## src/rtl/fetch_if.sv

```systemverilog
`default_nettype none
// ============================================================================
// fetch_if : fetch controller control, memory and decode handshake bundle
// Revision : 1.0
// ============================================================================
interface fetch_if;
  logic        start;
  logic        redirect;
  logic [31:0] redirect_target;
  logic [31:0] imem_address;
  logic [31:0] imem_instruction;
  logic        out_valid;
  logic        out_ready;
  logic [31:0] out_instruction;
  logic [31:0] out_pc;
  logic        halted;
  logic        fault;
  logic [15:0] fetch_count;

  modport master (
    input  start, redirect, redirect_target, imem_instruction, out_ready,
    output imem_address, out_valid, out_instruction, out_pc, halted, fault, fetch_count
  );

  modport slave (
    output start, redirect, redirect_target, imem_instruction, out_ready,
    input  imem_address, out_valid, out_instruction, out_pc, halted, fault, fetch_count
  );
endinterface
`default_nettype wire

```

## src/rtl/fetch_controller.sv

```systemverilog
`default_nettype none
// ============================================================================
// fetch_controller : sequential instruction fetch into a 2-entry decode buffer
// Revision : 1.0
// ============================================================================
module fetch_controller #(
  parameter int          MEM_WORDS = 174,
  parameter logic [31:0] RESET_PC  = 32'h0000_0000,
  parameter logic [31:0] HALT_WORD = 32'hFFFF_FFFF
) (
  input  logic     clk,
  input  logic     rst,
  fetch_if.master  bus
);

  localparam logic [1:0]  S_IDLE      = 2'd0;
  localparam logic [1:0]  S_FETCH     = 2'd1;
  localparam logic [1:0]  S_HALT      = 2'd2;
  localparam logic [1:0]  S_FAULT     = 2'd3;
  localparam logic [31:0] C_MEM_WORDS = 32'(MEM_WORDS);

  logic [1:0]  r_state;
  logic [31:0] r_pc;
  logic [31:0] r_instr0, r_instr1;
  logic [31:0] r_pc0, r_pc1;
  logic [1:0]  r_count;
  logic [15:0] r_fetch_count;

  logic        w_pop;
  logic        w_fetching;
  logic        w_bad_addr;
  logic        w_fault;
  logic        w_halt;
  logic        w_push;
  logic        w_redirect;
  logic [1:0]  w_slot;

  assign w_pop      = (r_count != 2'd0) && bus.out_ready;
  // Redirect outranks every fetch-side event, so it masks them all here.
  assign w_fetching = (r_state == S_FETCH) && !bus.redirect;
  assign w_bad_addr = (r_pc[1:0] != 2'b00) || ({2'b00, r_pc[31:2]} >= C_MEM_WORDS);
  assign w_fault    = w_fetching && w_bad_addr;
  assign w_halt     = w_fetching && !w_bad_addr && (bus.imem_instruction == HALT_WORD);
  assign w_push     = w_fetching && !w_bad_addr && (bus.imem_instruction != HALT_WORD)
                      && ((r_count != 2'd2) || w_pop);
  assign w_redirect = bus.redirect && ((r_state == S_FETCH) || (r_state == S_HALT));
  // Slot the new entry lands in once this cycle's pop has shifted the buffer.
  assign w_slot     = r_count - {1'b0, w_pop};

  always_ff @(posedge clk or posedge rst) begin
    if (rst) begin
      r_state       <= S_IDLE;
      r_pc          <= RESET_PC;
      r_fetch_count <= 16'd0;
    end else begin
      r_fetch_count <= r_fetch_count + {15'd0, w_push};
      case (r_state)
        S_IDLE: begin
          if (bus.start) begin
            r_state <= S_FETCH;
            r_pc    <= RESET_PC;
          end
        end
        S_FETCH: begin
          if (w_fault)      r_state <= S_FAULT;
          else if (w_halt)  r_state <= S_HALT;
          else if (w_push)  r_pc    <= r_pc + 32'd4;
        end
        default: ;
      endcase
      if (w_redirect) begin
        r_state <= S_FETCH;
        r_pc    <= bus.redirect_target;
      end
    end
  end

  always_ff @(posedge clk or posedge rst) begin
    if (rst) begin
      r_count  <= 2'd0;
      r_instr0 <= 32'd0;
      r_instr1 <= 32'd0;
      r_pc0    <= 32'd0;
      r_pc1    <= 32'd0;
    end else if (w_redirect) begin
      r_count <= 2'd0;
    end else begin
      r_count <= r_count + {1'b0, w_push} - {1'b0, w_pop};
      if (w_pop) begin
        r_instr0 <= r_instr1;
        r_pc0    <= r_pc1;
      end
      if (w_push) begin
        if (w_slot == 2'd0) begin
          r_instr0 <= bus.imem_instruction;
          r_pc0    <= r_pc;
        end else begin
          r_instr1 <= bus.imem_instruction;
          r_pc1    <= r_pc;
        end
      end
    end
  end

  assign bus.imem_address    = r_pc;
  assign bus.out_valid       = (r_count != 2'd0);
  assign bus.out_instruction = r_instr0;
  assign bus.out_pc          = r_pc0;
  assign bus.halted          = (r_state == S_HALT) && (r_count == 2'd0);
  assign bus.fault           = (r_state == S_FAULT);
  assign bus.fetch_count     = r_fetch_count;

endmodule
`default_nettype wire

```

## src/flat_wrapper.sv

```systemverilog
// flat-port wrapper written by rule: the top's interface ports become plain ports
module fetch_controller_flat 
#(
  parameter int          MEM_WORDS = 174,
  parameter logic [31:0] RESET_PC  = 32'h0000_0000,
  parameter logic [31:0] HALT_WORD = 32'hFFFF_FFFF
)
  (clk, rst, bus_start, bus_redirect, bus_redirect_target, bus_imem_instruction, bus_out_ready, bus_imem_address, bus_out_valid, bus_out_instruction, bus_out_pc, bus_halted, bus_fault, bus_fetch_count);
  fetch_if bus_i ();
  input  logic clk;
  input  logic rst;
  input wire logic [$bits(bus_i.start)-1:0] bus_start;
  input wire logic [$bits(bus_i.redirect)-1:0] bus_redirect;
  input wire logic [$bits(bus_i.redirect_target)-1:0] bus_redirect_target;
  input wire logic [$bits(bus_i.imem_instruction)-1:0] bus_imem_instruction;
  input wire logic [$bits(bus_i.out_ready)-1:0] bus_out_ready;
  output wire logic [$bits(bus_i.imem_address)-1:0] bus_imem_address;
  output wire logic [$bits(bus_i.out_valid)-1:0] bus_out_valid;
  output wire logic [$bits(bus_i.out_instruction)-1:0] bus_out_instruction;
  output wire logic [$bits(bus_i.out_pc)-1:0] bus_out_pc;
  output wire logic [$bits(bus_i.halted)-1:0] bus_halted;
  output wire logic [$bits(bus_i.fault)-1:0] bus_fault;
  output wire logic [$bits(bus_i.fetch_count)-1:0] bus_fetch_count;
  assign bus_i.start = bus_start;
  assign bus_i.redirect = bus_redirect;
  assign bus_i.redirect_target = bus_redirect_target;
  assign bus_i.imem_instruction = bus_imem_instruction;
  assign bus_i.out_ready = bus_out_ready;
  assign bus_imem_address = bus_i.imem_address;
  assign bus_out_valid = bus_i.out_valid;
  assign bus_out_instruction = bus_i.out_instruction;
  assign bus_out_pc = bus_i.out_pc;
  assign bus_halted = bus_i.halted;
  assign bus_fault = bus_i.fault;
  assign bus_fetch_count = bus_i.fetch_count;
  fetch_controller #(.MEM_WORDS(MEM_WORDS), .RESET_PC(RESET_PC), .HALT_WORD(HALT_WORD)) u_core (.clk(clk), .rst(rst), .bus(bus_i));
endmodule
```

## config.mk

```make
export PLATFORM = sky130hd
export DESIGN_NAME = fetch_controller_flat
export DESIGN_NICKNAME = d
export VERILOG_FILES = /design/src/rtl/fetch_if.sv /design/src/rtl/fetch_controller.sv /design/src/flat_wrapper.sv
export SDC_FILE = /design/constraint.sdc
export NUM_CORES = 1
export LEC_CHECK = 0
export ABC_AREA = 1
export ABC_CLOCK_PERIOD_IN_PS = 7140
export CAP_MARGIN = 20
export CORE_ASPECT_RATIO = 0.7
export CORE_UTILIZATION = 31
export DETAILED_ROUTE_END_ITERATION = 7
export GPL_ROUTABILITY_DRIVEN = 1
export SYNTH_ARGS = -nofsm -noshare
export SYNTH_HDL_FRONTEND = slang
export SYNTH_SLANG_ARGS = --single-unit
```

## constraint.sdc

```tcl
create_clock -name clk -period 7.14 [get_ports clk]
set_input_delay 1.071 -clock clk [delete_from_list [all_inputs] [get_ports clk]]
set_output_delay 1.071 -clock clk [all_outputs]
set_load 0.05 [all_outputs]
```

* After elaboration in Yosys (flattened, before gate mapping)
Index checks and enable logic that the tools add are counted.
** Operators by class
- Add/subtract/negate cells :: 5
- Order comparisons :: 1
- Equal/unequal tests :: 11
- Mux-type cells :: 18
- Bitwise operators :: 2
- Reduce and logical (&&, ||, !) cells :: 23
** Operators by type and width (number)
- $mux W32 :: 11
- $pmux W32 S2 :: 1
- $add A32 B3 Y32 const B :: 1
- $eq A32 B32 Y1 const B :: 1
- $ne A32 B32 Y1 const B :: 1
- $ge A30 B8 Y1 const B :: 1
- $add A16 B1 Y16 :: 1
- $mux W2 :: 5
- $logic_and A1 B1 Y1 :: 9
- $logic_not A2 Y1 :: 3
- $ne A3 B3 Y1 const B :: 2
- $reduce_and A3 Y1 :: 2
- $reduce_and A5 Y1 :: 1
- $eq A2 B2 Y1 const B :: 2
- $ne A4 B1 Y1 const B :: 1
- $pmux W2 S2 :: 1
- $reduce_bool A2 Y1 :: 2
- $sub A2 B1 Y2 :: 2
- $logic_or A1 B1 Y1 :: 3
- $ne A3 B1 Y1 const B :: 1
- $ne A3 B2 Y1 const B :: 1
- $reduce_bool A3 Y1 :: 1
- $add A2 B1 Y2 :: 1
- $eq A2 B1 Y1 const B :: 1
- other kinds (3) :: 5
** Storage, ports and cells
- Bits in registers :: 180
- Output and inout bits :: 115

* Depth between registers and ports, before layout
Gate-level depths: netlist (run 1).
- Word-level depth :: 11
- Gate-level depth with buffers :: 20
- Depth with buffers taken out :: 20

* Worst setup path before layout (run 1)
No wires, ideal clock.
- Path kind :: input -> register
- From :: in bus_out_ready
- To :: reg u_core.r_instr0[22], in the netlist u_core.bus.out_instruction[22]
- Setup time :: 0.118 ns
- Arrival time :: 3.109 ns
- Required time :: 7.022 ns
- Slack :: 3.913 ns
- Cell stages on the path :: 16
- Path buffers :: 4
- Cell sequence :: nand2_1 -> inv_1 -> buf_2 -> buf_2 -> ha_1 -> inv_1 -> nor2_2 -> inv_1 -> clkbuf_1 -> clkbuf_1 -> nand2_1 -> o21ai_0 -> nand4_1 -> nand2_1 -> nand2_1 -> nand2_1
** Between the ends
- Word-level cells in the longest chain between the ends :: 5
** RTL lines
- start: declaration :: line flat_wrapper.sv:16 : input wire logic [$bits(bus_i.out_ready)-1:0] bus_out_ready;
- $logic_and A1 B1 Y1 (*) :: line fetch_controller.sv:38 : assign w_pop = (r_count != 2'd0) && bus.out_ready;
- $sub A2 B1 Y2 :: line fetch_controller.sv:48 : assign w_slot = r_count - {1'b0, w_pop};
- $logic_not A2 Y1 :: line fetch_controller.sv:94 : if (w_slot == 2'd0) begin
- $mux W32 :: line fetch_controller.sv:94
- $mux W32 (*) :: line fetch_controller.sv:93 : if (w_push) begin
- end signal: assignment :: line fetch_controller.sv:90 : r_instr0 <= r_instr1;
- end signal: assignment :: line fetch_controller.sv:95 : r_instr0 <= bus.imem_instruction;
- end: declaration :: line fetch_controller.sv:24 : logic [31:0] r_instr0, r_instr1;
Every way passes the cells marked *; elsewhere a longest branch is shown, timed or not.
A chain may end at the register's enable or synchronous reset.

* Final worst setup path (run 1)
- From :: in bus_out_ready
- To :: reg u_core.r_instr1[29]
** Between the ends
- Word-level cells in the longest chain between the ends :: 5
** RTL lines
- $logic_and A1 B1 Y1 (*) :: line fetch_controller.sv:38
- $sub A2 B1 Y2 :: line fetch_controller.sv:48
- $logic_not A2 Y1 :: line fetch_controller.sv:94
- $not A1 Y1 (no line)
- $reduce_and A3 Y1 (no line) (*)
- end signal: assignment :: line fetch_controller.sv:98 : r_instr1 <= bus.imem_instruction;
- end: declaration :: line fetch_controller.sv:24
Marked as above.

==> flow_summary.json, run 1 <==
{
  "status": "completed",
  "worst_slew_pin_slew_ps": 1030,
  "cts_buffers": 17,
  "root_buffer": "clkbuf_16",
  "yosys.area_share.simple_pct": 39.5,
  "rr_startpoint": "u_core.r_count[1]$_DFF_PP0_",
  "cts_tree": "built",
  "syn_to_final_growth_pct": 27.3,
  "syn_inst": 1501,
  "cts_repair_resize_count": 0,
  "internal_power_mw": 2.58,
  "final_nets": 1716,
  "ys.flop_type": "dfrtp_1",
  "port-buffer-count": 183,
  "setup_viol": 0,
  "synth_top_family_by_area": "simple AND/OR/NAND/NOR gates",
  "crit_arrival_ps": 5060,
  "fin_tns_setup_ps": 0,
  "vias": 9946,
  "ff2ff_path_depth": 13,
  "startpoint_type": "input pin",
  "die_y_um": 154,
  "wl_per_cell_um": 15.4,
  "power_leakage_nw": 6.62,
  "synth_compound_area_share_pct": 6.18,
  "syn_area_um2": 10200,
  "final-hold-violation-count": 0,
  "fp.dieW_um": 219,
  "max_clock_freq_ghz": 0.210,
  "ir_worst_vdd_v": 0.000215,
  "grt_pass1_vias": 9375,
  "p_sw_mw": 2.56,
  "switching_share_pct": 49.8,
  "muxShareOfSynthArea_pct": 0,
  "grt_pass1_wl_mm": 52.1,
  "clockBufferDepth": 2,
  "rr_endpoint": "u_core.r_instr1[29]$_DFFE_PP0P_",
  "async_flop_share_pct": 100,
  "p_per_area_nw_per_um2": 396,
  "initial_core_util_pct": 31.5,
  "cp.required_ps": 7440,
  "antenna_found_initial": 1,
  "min_period_over_period_pct": 66.7,
  "remaining_drc_errors": 0,
  "synthAdderAreaFrac_pct": 1.23,
  "max_slew_margin_pct": 31.4,
  "syn_nets": 1580,
  "grt_max_degree": 118,
  "drv_cap": 0,
  "rsz0062_at_grt": "false",
  "seqPwrFrac_pct": 29.7,
  "regToRegSetupSlack_ps": 2830,
  "min_from": "u_core.r_pc1[0]$_DFFE_PP0P_",
  "min_path_type": "reg2reg",
  "rows": 55,
  "drtIter0Drc": 784,
  "fin_util_pct": 40.1,
  "insertion_delay_ps": 450,
  "finClkSkew_ps": 10.2,
  "synth-edff-count": 0,
  "routabilityCongestion": 0.867,
  "synth-seq-cells": 180,
  "overflow": 0,
  "p_clk_share_pct": 19.2,
  "min_path_cells": 2,
  "vias_per_cell": 4.79,
  "avgSynthCellArea_um2": 6.79,
  "drv_slew": 0,
  "min_period_ps": 4760,
  "min_to": "u_core.r_pc1[0]$_DFFE_PP0P_",
  "drive_above_1_share_pct": 4.06,
  "dr.pass1.iters": 7,
  "hold_buffers": 0,
  "cp-end-kind": "flop",
  "pwr-share-comb_pct": 51.1,
  "whs_ps": 465,
  "cts.clk_slew.worst_paths_ps": 70,
  "wl_mm": 31.9,
  "die_area_um2": 33600,
  "track_usage_pct": 19.6,
  "ys.warnings.count": 0,
  "cts_setup_buffers": 0,
  "io_pins": 184,
  "worstSetupPathType": "in2reg",
  "core_area_um2": 32300,
  "crit_fanout": 89,
  "cts-htree-levels": 4,
  "yosysSeqAreaShare_pct": 44.2,
  "ant_nets": 0,
  "ys_types": 33,
  "cts_sinks": 180,
  "dp_hpwl_mm": 20.8,
  "synth-xor-area-share_pct": 1.46
}
-- worst max-delay path by stage --
stage                              from                                   to  slack (ps)  depth (start not counted)
after detailed placement  bus_out_ready      u_core.r_instr1[29]$_DFFE_PP0P_        1880                         12
after floorplan                     rst  u_core.bus.fetch_count[0]$_DFF_PP0_        1180                          1
after CTS                 bus_out_ready      u_core.r_instr1[29]$_DFFE_PP0P_        2330                         12
final                     bus_out_ready      u_core.r_instr1[29]$_DFFE_PP0P_        2380                         12
after global routing      bus_out_ready      u_core.r_instr1[29]$_DFFE_PP0P_        1950                         13
after global placement    bus_out_ready    u_core.bus.out_pc[13]$_DFFE_PP0N_        1710                         11
-- layout make-up --
class / count / area [um2]
antenna: 1 / 2.50
clock buffer: 17 / 425
clock inverter: 15 / 190
fill: 3337 / 19400
inverter: 107 / 410
multi-input combinational: 1135 / 4940
sequential: 180 / 4500
tap: 427 / 534
timing repair buffer: 196 / 1960
-- stage by stage --
step	total power [mW]	area (um2)	instances	worst slack, ps
4_1_cts	5.13	12900	2076	2330
3_5_place_dp	4.13	12300	2044	1880
2_1_floorplan	3.30	10200	1501	1180
6_report	5.13	13000	2078	2380
5_1_grt	5.52	13000	2078	1950
3_3_place_gp	4.08	12300	2043	1710
-- sequential cells by signal, indices dropped and copies added, names as in the netlist --
signal and count:
u_core.bus.fetch_count 16, u_core.bus.imem_address 32, u_core.bus.out_instruction 32, u_core.bus.out_pc 32
u_core.r_count 2, u_core.r_instr1 32, u_core.r_pc1 32, u_core.r_state 2
-- Yosys cell counts, types with 2 or more instances --
master	n	share of area, %
buf_6	3	0.33
o21ai_1	18	0.88
nand2_1	758	28
or2_2	3	0.18
nand4_1	53	3.3
a21oi_1	7	0.34
inv_1	105	3.9
nor3_1	8	0.39
o211ai_1	3	0.22
xor2_1	9	0.77
dfrtp_1	180	44
buf_2	20	0.98
nor2_4	2	0.22
nor2_2	3	0.18
a32o_1	2	0.20
clkbuf_1	54	2.0
ha_1	10	1.2
o21ai_2	5	0.43
o21ai_0	77	3.8
nand3_1	86	4.2
xnor2_1	8	0.69
a22o_1	2	0.17
nor2_1	75	2.8
-- placed cells by master (no fill, tap or decap), drive strengths merged --
cell type and instances:
nand2 759, clkdlybuf4s50 183, dfrtp 180, inv 111, o21ai 100, nand3 87, nor2 80, nand4 53
clkbuf 17, buf 13, ha 10, clkinv 10, xor2 9, nor3 8, xnor2 8, a21oi 7
o211ai 3, or2 3, a22o 2, a32o 2, diode 1, nand3b 1, nor3b 1, a21boi 1
o21bai 1, bufinv 1
-- critical path: stages --
cell	delay [ps]
clkdlybuf4s50_1	460
nand2_4	700
inv_1	90
buf_4	320
ha_1	340
inv_1	60
nor2_2	530
buf_4	340
inv_2	50
nand4_1	350
buf_4	500
o21ai_0	160
-- logic make-up (layout without fill, tap and decap cells) --
logic type                 count (synthesis)  in the layout
AOI/OAI and AO/OA                        116            116
xor gates and xnor gates                  17             17
adders and majority gates                 10             10
buffers and inverters                    186            335
DFF                                      180            180
other                                      0              1
and+or+nand+nor                          992            992
-- routing by layer --
| layer | wire (um) | global-route usage [%] | vias to the layer above |
|---|---|---|---|
| met3 | 1950 | 4.04 | 37 |
| met5 | 0 | 0 | - |
| met4 | 650 | 6.03 | 0 |
| li1 | - | - | 4991 |
| met1 | 15800 | 29.0 | 4617 |
| met2 | 13600 | 28.1 | 301 |
-- power groups by stage --
stage | clock (mW) | sequential [mW] | combinational, mW
2_1_floorplan | 0 | 2.01 | 1.29
3_3_place_gp | 0 | 1.54 | 2.54
3_5_place_dp | 0 | 1.54 | 2.59
4_1_cts | 1.01 | 1.52 | 2.60
5_1_grt | 1.05 | 1.56 | 2.91
6_report | 0.986 | 1.53 | 2.62
No activity file was read; power rests on OpenSTA's default activity.
==> run 2: changes to the inputs <==
Settings changed: ABC_CLOCK_PERIOD_IN_PS 7140 to 4900.
Clock period 7.14 ns to 4.9 ns, I/O delays scaled along.
==> run 2 against run 1 <==
Effect of this change: critical path depth is 5 higher; critical path type unchanged; sequential power up 45%; die area is the same; design area grew 0.26%; register-to-register slack got worse by 1200 ps; highest routed layer unchanged; sequential share of layout area is 0.090 points lower.
==> flow_summary.json, run 2 (synthesis results as in run 1) <==
{
  "vias": 9972,
  "min_period_over_period_pct": 66.8,
  "max_stage_delay_ps": 520,
  "worst-path-buf-inv": 2,
  "critPathSlowestCell": "clkdlybuf4s50_1",
  "min_path_type": "reg2reg",
  "cts_sinks": 180,
  "vias_per_cell": 4.79,
  "drive_above_1_share_pct": 4.29,
  "antenna_found_initial": 0,
  "cp-end-kind": "flop",
  "max_clock_freq_ghz": 0.305,
  "grt_max_degree": 89,
  "p_per_area_nw_per_um2": 576,
  "routabilityCongestion": 0.826,
  "dp_hpwl_mm": 21.3,
  "final_common_cell": "nand2_1",
  "diodes": 0,
  "ant_nets": 0,
  "cp.depth": 17,
  "core_area_um2": 32300,
  "drv_cap": 0,
  "ir_worst_vdd_v": 0.000298,
  "grt_pass1_vias": 9530,
  "regToRegSetupSlack_ps": 1620,
  "dr.pass1.iters": 7,
  "internal_power_mw": 3.81,
  "root_buffer": "clkbuf_16",
  "crit_top_cell": "nor2_1",
  "cp.required_ps": 5270,
  "min_path_cells": 2,
  "worstPathCellList": "clkdlybuf4s50_1, nand4_1, nor2_1, nand3_1, nor2_1, nor2_1, nand2_1, nor2_1, ha_1, ha_1, nand3_1, nor2_1, nand4_1, inv_1, nand2_1, nor3b_1, xor2_1",
  "syn_to_final_growth_pct": 27.7,
  "grt_pass1_wl_mm": 51.7,
  "crit_arrival_ps": 3640,
  "worstSetupPathType": "in2reg",
  "cts.clk_slew.worst_paths_ps": 80,
  "crit_fanout": 4,
  "cp-endpoint": "u_core.bus.fetch_count[14]$_DFF_PP0_",
  "drv_slew": 0,
  "track_usage_pct": 19.5,
  "die_area_um2": 33600,
  "ff2ff_path_depth": 11,
  "cts-htree-levels": 4,
  "startpoint_type": "input pin",
  "final-hold-violation-count": 0,
  "die_y_um": 154,
  "final_nets": 1720,
  "cts_setup_buffers": 0,
  "cp-startpoint": "bus_imem_instruction[1]",
  "overflow": 0,
  "cts_buffers": 17,
  "clockBufferDepth": 2,
  "fin_tns_setup_ps": 0,
  "rsz0062_at_grt": "false",
  "switching_share_pct": 49.2,
  "status": "completed",
  "p_clk_share_pct": 19.9,
  "rr_startpoint": "u_core.r_state[1]$_DFFE_PP0P_",
  "max_slew_margin_pct": 34.9,
  "wl_mm": 32.1,
  "wl_per_cell_um": 15.4,
  "finClkSkew_ps": 10.6,
  "remaining_drc_errors": 0,
  "fp.dieW_um": 219,
  "io_pins": 184,
  "initial_core_util_pct": 31.5,
  "power_mw": 7.49,
  "power_leakage_nw": 6.63,
  "rr_endpoint": "u_core.r_instr1[17]$_DFFE_PP0P_",
  "drtIter0Drc": 836,
  "dp_slack_ps": 1130,
  "final_cell_mix": "nand2_1 (755), clkdlybuf4s50_1 (183), dfrtp_1 (180)",
  "hold_buffers": 0,
  "cts_repair_resize_count": 0,
  "setup_viol": 0,
  "dp_cells": 2049,
  "seqPwrFrac_pct": 29.7,
  "insertion_delay_ps": 440,
  "pwr-share-comb_pct": 50.5,
  "port-buffer-count": 183,
  "cts_tree": "built",
  "worst_slack_ps": 1620,
  "fillers": 3369,
  "fin_cells": 2081,
  "fin_util_pct": 40.2,
  "rows": 55,
  "min_period_ps": 3280,
  "worst_slew_pin_slew_ps": 977,
  "critPathTopFamily": "simple AND/OR/NAND/NOR gates",
  "p_sw_mw": 3.68
}
## run 2: how the worst min path moves through the flow
stage	start	to
global placement	u_core.r_pc1[18]$_DFFE_PP0P_	u_core.r_pc1[18]$_DFFE_PP0P_
floorplan	u_core.r_pc1[0]$_DFFE_PP0P_	u_core.r_pc1[0]$_DFFE_PP0P_
finish	u_core.r_pc1[12]$_DFFE_PP0P_	u_core.r_pc1[12]$_DFFE_PP0P_
detailed placement	u_core.r_pc1[12]$_DFFE_PP0P_	u_core.r_pc1[12]$_DFFE_PP0P_
global route	u_core.r_pc1[11]$_DFFE_PP0P_	u_core.r_pc1[11]$_DFFE_PP0P_
CTS	u_core.r_pc1[12]$_DFFE_PP0P_	u_core.r_pc1[12]$_DFFE_PP0P_
## run 2: cell type report
cell class	count	area [um2]	share of cell area, %
Multi-Input combinational cell	1135	4940	38.0
Inverter	107	407	3.13
Tap cell	427	534	4.11
Clock buffer	17	425	3.27
Timing Repair Buffer	200	1990	15.3
Clock inverter	15	195	1.50
Sequential cell	180	4500	34.6
## run 2: per-layer routing
metal | track usage, % | vias to the layer above | routed length [um]
met5 | 0 | - | 0
met1 | 28.1 | 4652 | 15700
met4 | 5.39 | 0 | 419
met2 | 29.1 | 311 | 13800
li1 | - | 4984 | -
met3 | 4.27 | 25 | 2130
## run 2: power groups by stage
stage	Combinational [mW]	Clock (mW)	Sequential (mW)
6_report	3.78	1.49	2.22
5_1_grt	4.18	1.58	2.28
2_1_floorplan	1.88	0	2.93
3_3_place_gp	3.76	0	2.24
3_5_place_dp	3.79	0	2.24
4_1_cts	3.81	1.53	2.22
## run 2: per-stage QoR
| stage | hold slack [ps] | area [um2] |
|---|---|---|
| after floorplan | 436 | 10200 |
| after global placement | 451 | 12400 |
| after detailed placement | 452 | 12400 |
| after CTS | 473 | 13000 |
| after global routing | 491 | 13000 |
| final | 469 | 13000 |
## run 2: worst min-delay path, stage by stage, from the launching register on
cell,delay (ps)
dfrtp_1,350
nand2_1,50
inv_1,40
==> run 3: changes to the inputs <==
Settings changed: ABC_CLOCK_PERIOD_IN_PS 4900 to 2800.
Clock period 4.9 ns to 2.8 ns, I/O delays scaled along.
==> run 3 against run 2 <==
Effect of this change: clock skew about the same; sequential cell count did not move; sequential share of layout area shrank 2.0 points; cell count is 4.0% higher; count of clock-buffer cells in the layout is 3 higher; routed wire length rose by 4.8%; clock power rose by 75%; non-clock buffer count up 83; largest cell class unchanged; highest routed layer unchanged.
==> flow_summary.json, run 3 (synthesis results as in run 1) <==
{
  "status": "completed",
  "fillers": 3267,
  "clockBufferDepth": 2,
  "dp_cells": 2131,
  "diodes": 0,
  "whs_ps": 269,
  "overflow": 0,
  "grt_pass1_vias": 10200,
  "remaining_drc_errors": 0,
  "startpoint_type": "flop",
  "vias_per_cell": 4.81,
  "antenna_found_initial": 0,
  "root_buffer": "clkbuf_16",
  "max_stage_delay_ps": 410,
  "io_pins": 184,
  "final_nets": 1803,
  "core_area_um2": 32300,
  "grt_max_degree": 89,
  "cp.required_ps": 3130,
  "crit_arrival_ps": 2950,
  "setup_viol": 0,
  "hold_buffers": 0,
  "min_period_ps": 2610,
  "ant_nets": 0,
  "min_path_type": "in2async",
  "max_slew_margin_pct": 36.1,
  "min_period_over_period_pct": 93.3,
  "cp-startpoint": "u_core.bus.imem_address[13]$_DFFE_PP0P_",
  "insertion_delay_ps": 440,
  "power_mw": 13.6,
  "power_leakage_nw": 7.05,
  "worstPathCellList": "nor2_2, nand2_1, nor2_1, nand2_1, nor2_2, nand2_2, nor2_4, nand2_2, nor2_4, ha_4, nand3_2, nor3_4, nand3_2, nor2_2, nand2_1, nor2_2, nand3_1, xnor2_1",
  "worstSetupPathType": "reg2reg",
  "critPathTopFamily": "simple AND/OR/NAND/NOR gates",
  "dr.pass1.iters": 6,
  "final-hold-violation-count": 0,
  "die_area_um2": 33600,
  "cts-htree-levels": 4,
  "initial_core_util_pct": 31.5,
  "ir_worst_vdd_v": 0.000591,
  "grt_pass1_wl_mm": 54.8,
  "fin_cells": 2164,
  "critPathSlowestCell": "dfrtp_2",
  "cp-end-kind": "flop",
  "worst_slew_pin_slew_ps": 958,
  "drv_slew": 0,
  "fin_util_pct": 42.9,
  "syn_to_final_growth_pct": 36.4,
  "worst-path-buf-inv": 0,
  "track_usage_pct": 20.6,
  "finClkSkew_ps": 10.4,
  "final_cell_mix": "nand2_1 (753), clkdlybuf4s50_1 (183), dfrtp_1 (156)",
  "cts_tree": "built",
  "dp_hpwl_mm": 22.6,
  "cts.clk_slew.worst_paths_ps": 70,
  "port-buffer-count": 183,
  "wl_per_cell_um": 15.5,
  "drive_above_1_share_pct": 11.4,
  "max_clock_freq_ghz": 0.383,
  "vias": 10400,
  "rows": 55,
  "drtIter0Drc": 727,
  "die_y_um": 154,
  "crit_top_cell": "nor2_2",
  "fp.dieW_um": 219,
  "cts_buffers": 17,
  "routabilityCongestion": 0.886,
  "crit_fanout": 3,
  "wl_mm": 33.6,
  "final_common_cell": "nand2_1",
  "p_per_area_nw_per_um2": 981,
  "rr_startpoint": "u_core.bus.imem_address[13]$_DFFE_PP0P_",
  "cts_sinks": 180,
  "drv_cap": 0
}
## run 3: changes by cell type in the layout (fill, tap and decap cells not counted), moves of 7 or more
| cell | before | now |
|---|---|---|
| nor2_2 | 3 | 10 |
| dfrtp_2 | 0 | 24 |
| nor2_1 | 75 | 65 |
| dfrtp_1 | 180 | 156 |
| buf_4 | 14 | 88 |
| buf_12 | 2 | 12 |
## run 3: through the flow
step	setup WS (ps)	TNS [ps]	area (um2)
after floorplan	-124	-2990	10300
final	186	0	13900
after CTS	34.4	0	13800
after global routing	-70.1	-139	13900
after detailed placement	-438	-2310	13200
after global placement	-363	-1740	13200
## run 3: repair_timing
| action | 4_1_cts | 5_1_grt |
|---|---|---|
| buffers inserted | 0 | 1 |
| setup endpoints to repair | 0 | 5 |
| resized for setup | 0 | 17 |
## run 3: metal layers
layer	GRT usage, %	vias up	share of wire (%)
li1	-	5154	-
met3	3.68	23	6.2
met4	5.39	0	0.92
met1	29.8	4917	50
met2	31.5	310	43
met5	0	-	0
## run 3: worst paths after layout
| check | slack (ps) | cells past startpoint | to |
|---|---|---|---|
| setup / recovery | 190 | 18 | u_core.bus.fetch_count[15]$_DFF_PP0_ |
| max in group asynchronous | 1750 | 3 | u_core.r_pc1[10]$_DFFE_PP0P_ |
| setup reg to reg | 190 | 18 | u_core.bus.fetch_count[15]$_DFF_PP0_ |
| min in group clk | 470 | 2 | u_core.r_pc1[13]$_DFFE_PP0P_ |
| hold reg to reg | 470 | 2 | u_core.r_pc1[13]$_DFFE_PP0P_ |
| hold / removal | 270 | 2 | u_core.r_instr1[11]$_DFFE_PP0P_ |
## run 3: layout make-up
cell class              count  area [um2]  share of cell area, %
repair buffers            283        2730                   19.7
clock buffers              20         457                   3.29
clock inverters            12         166                   1.20
well taps                 427         534                   3.85
flip-flops and latches    180        4530                   32.6
inverters                 107         407                   2.93
multi-input cells        1135        5060                   36.4
## run 3: where the power goes
part | switching [mW] | leakage [nW] | internal [mW] | total [mW]
clock | 1.14 | 0.299 | 1.47 | 2.61
combinational | 5.00 | 4.46 | 2.26 | 7.26
sequential | 0.444 | 2.29 | 3.31 | 3.75
total | 6.58 | 7.05 | 7.04 | 13.6
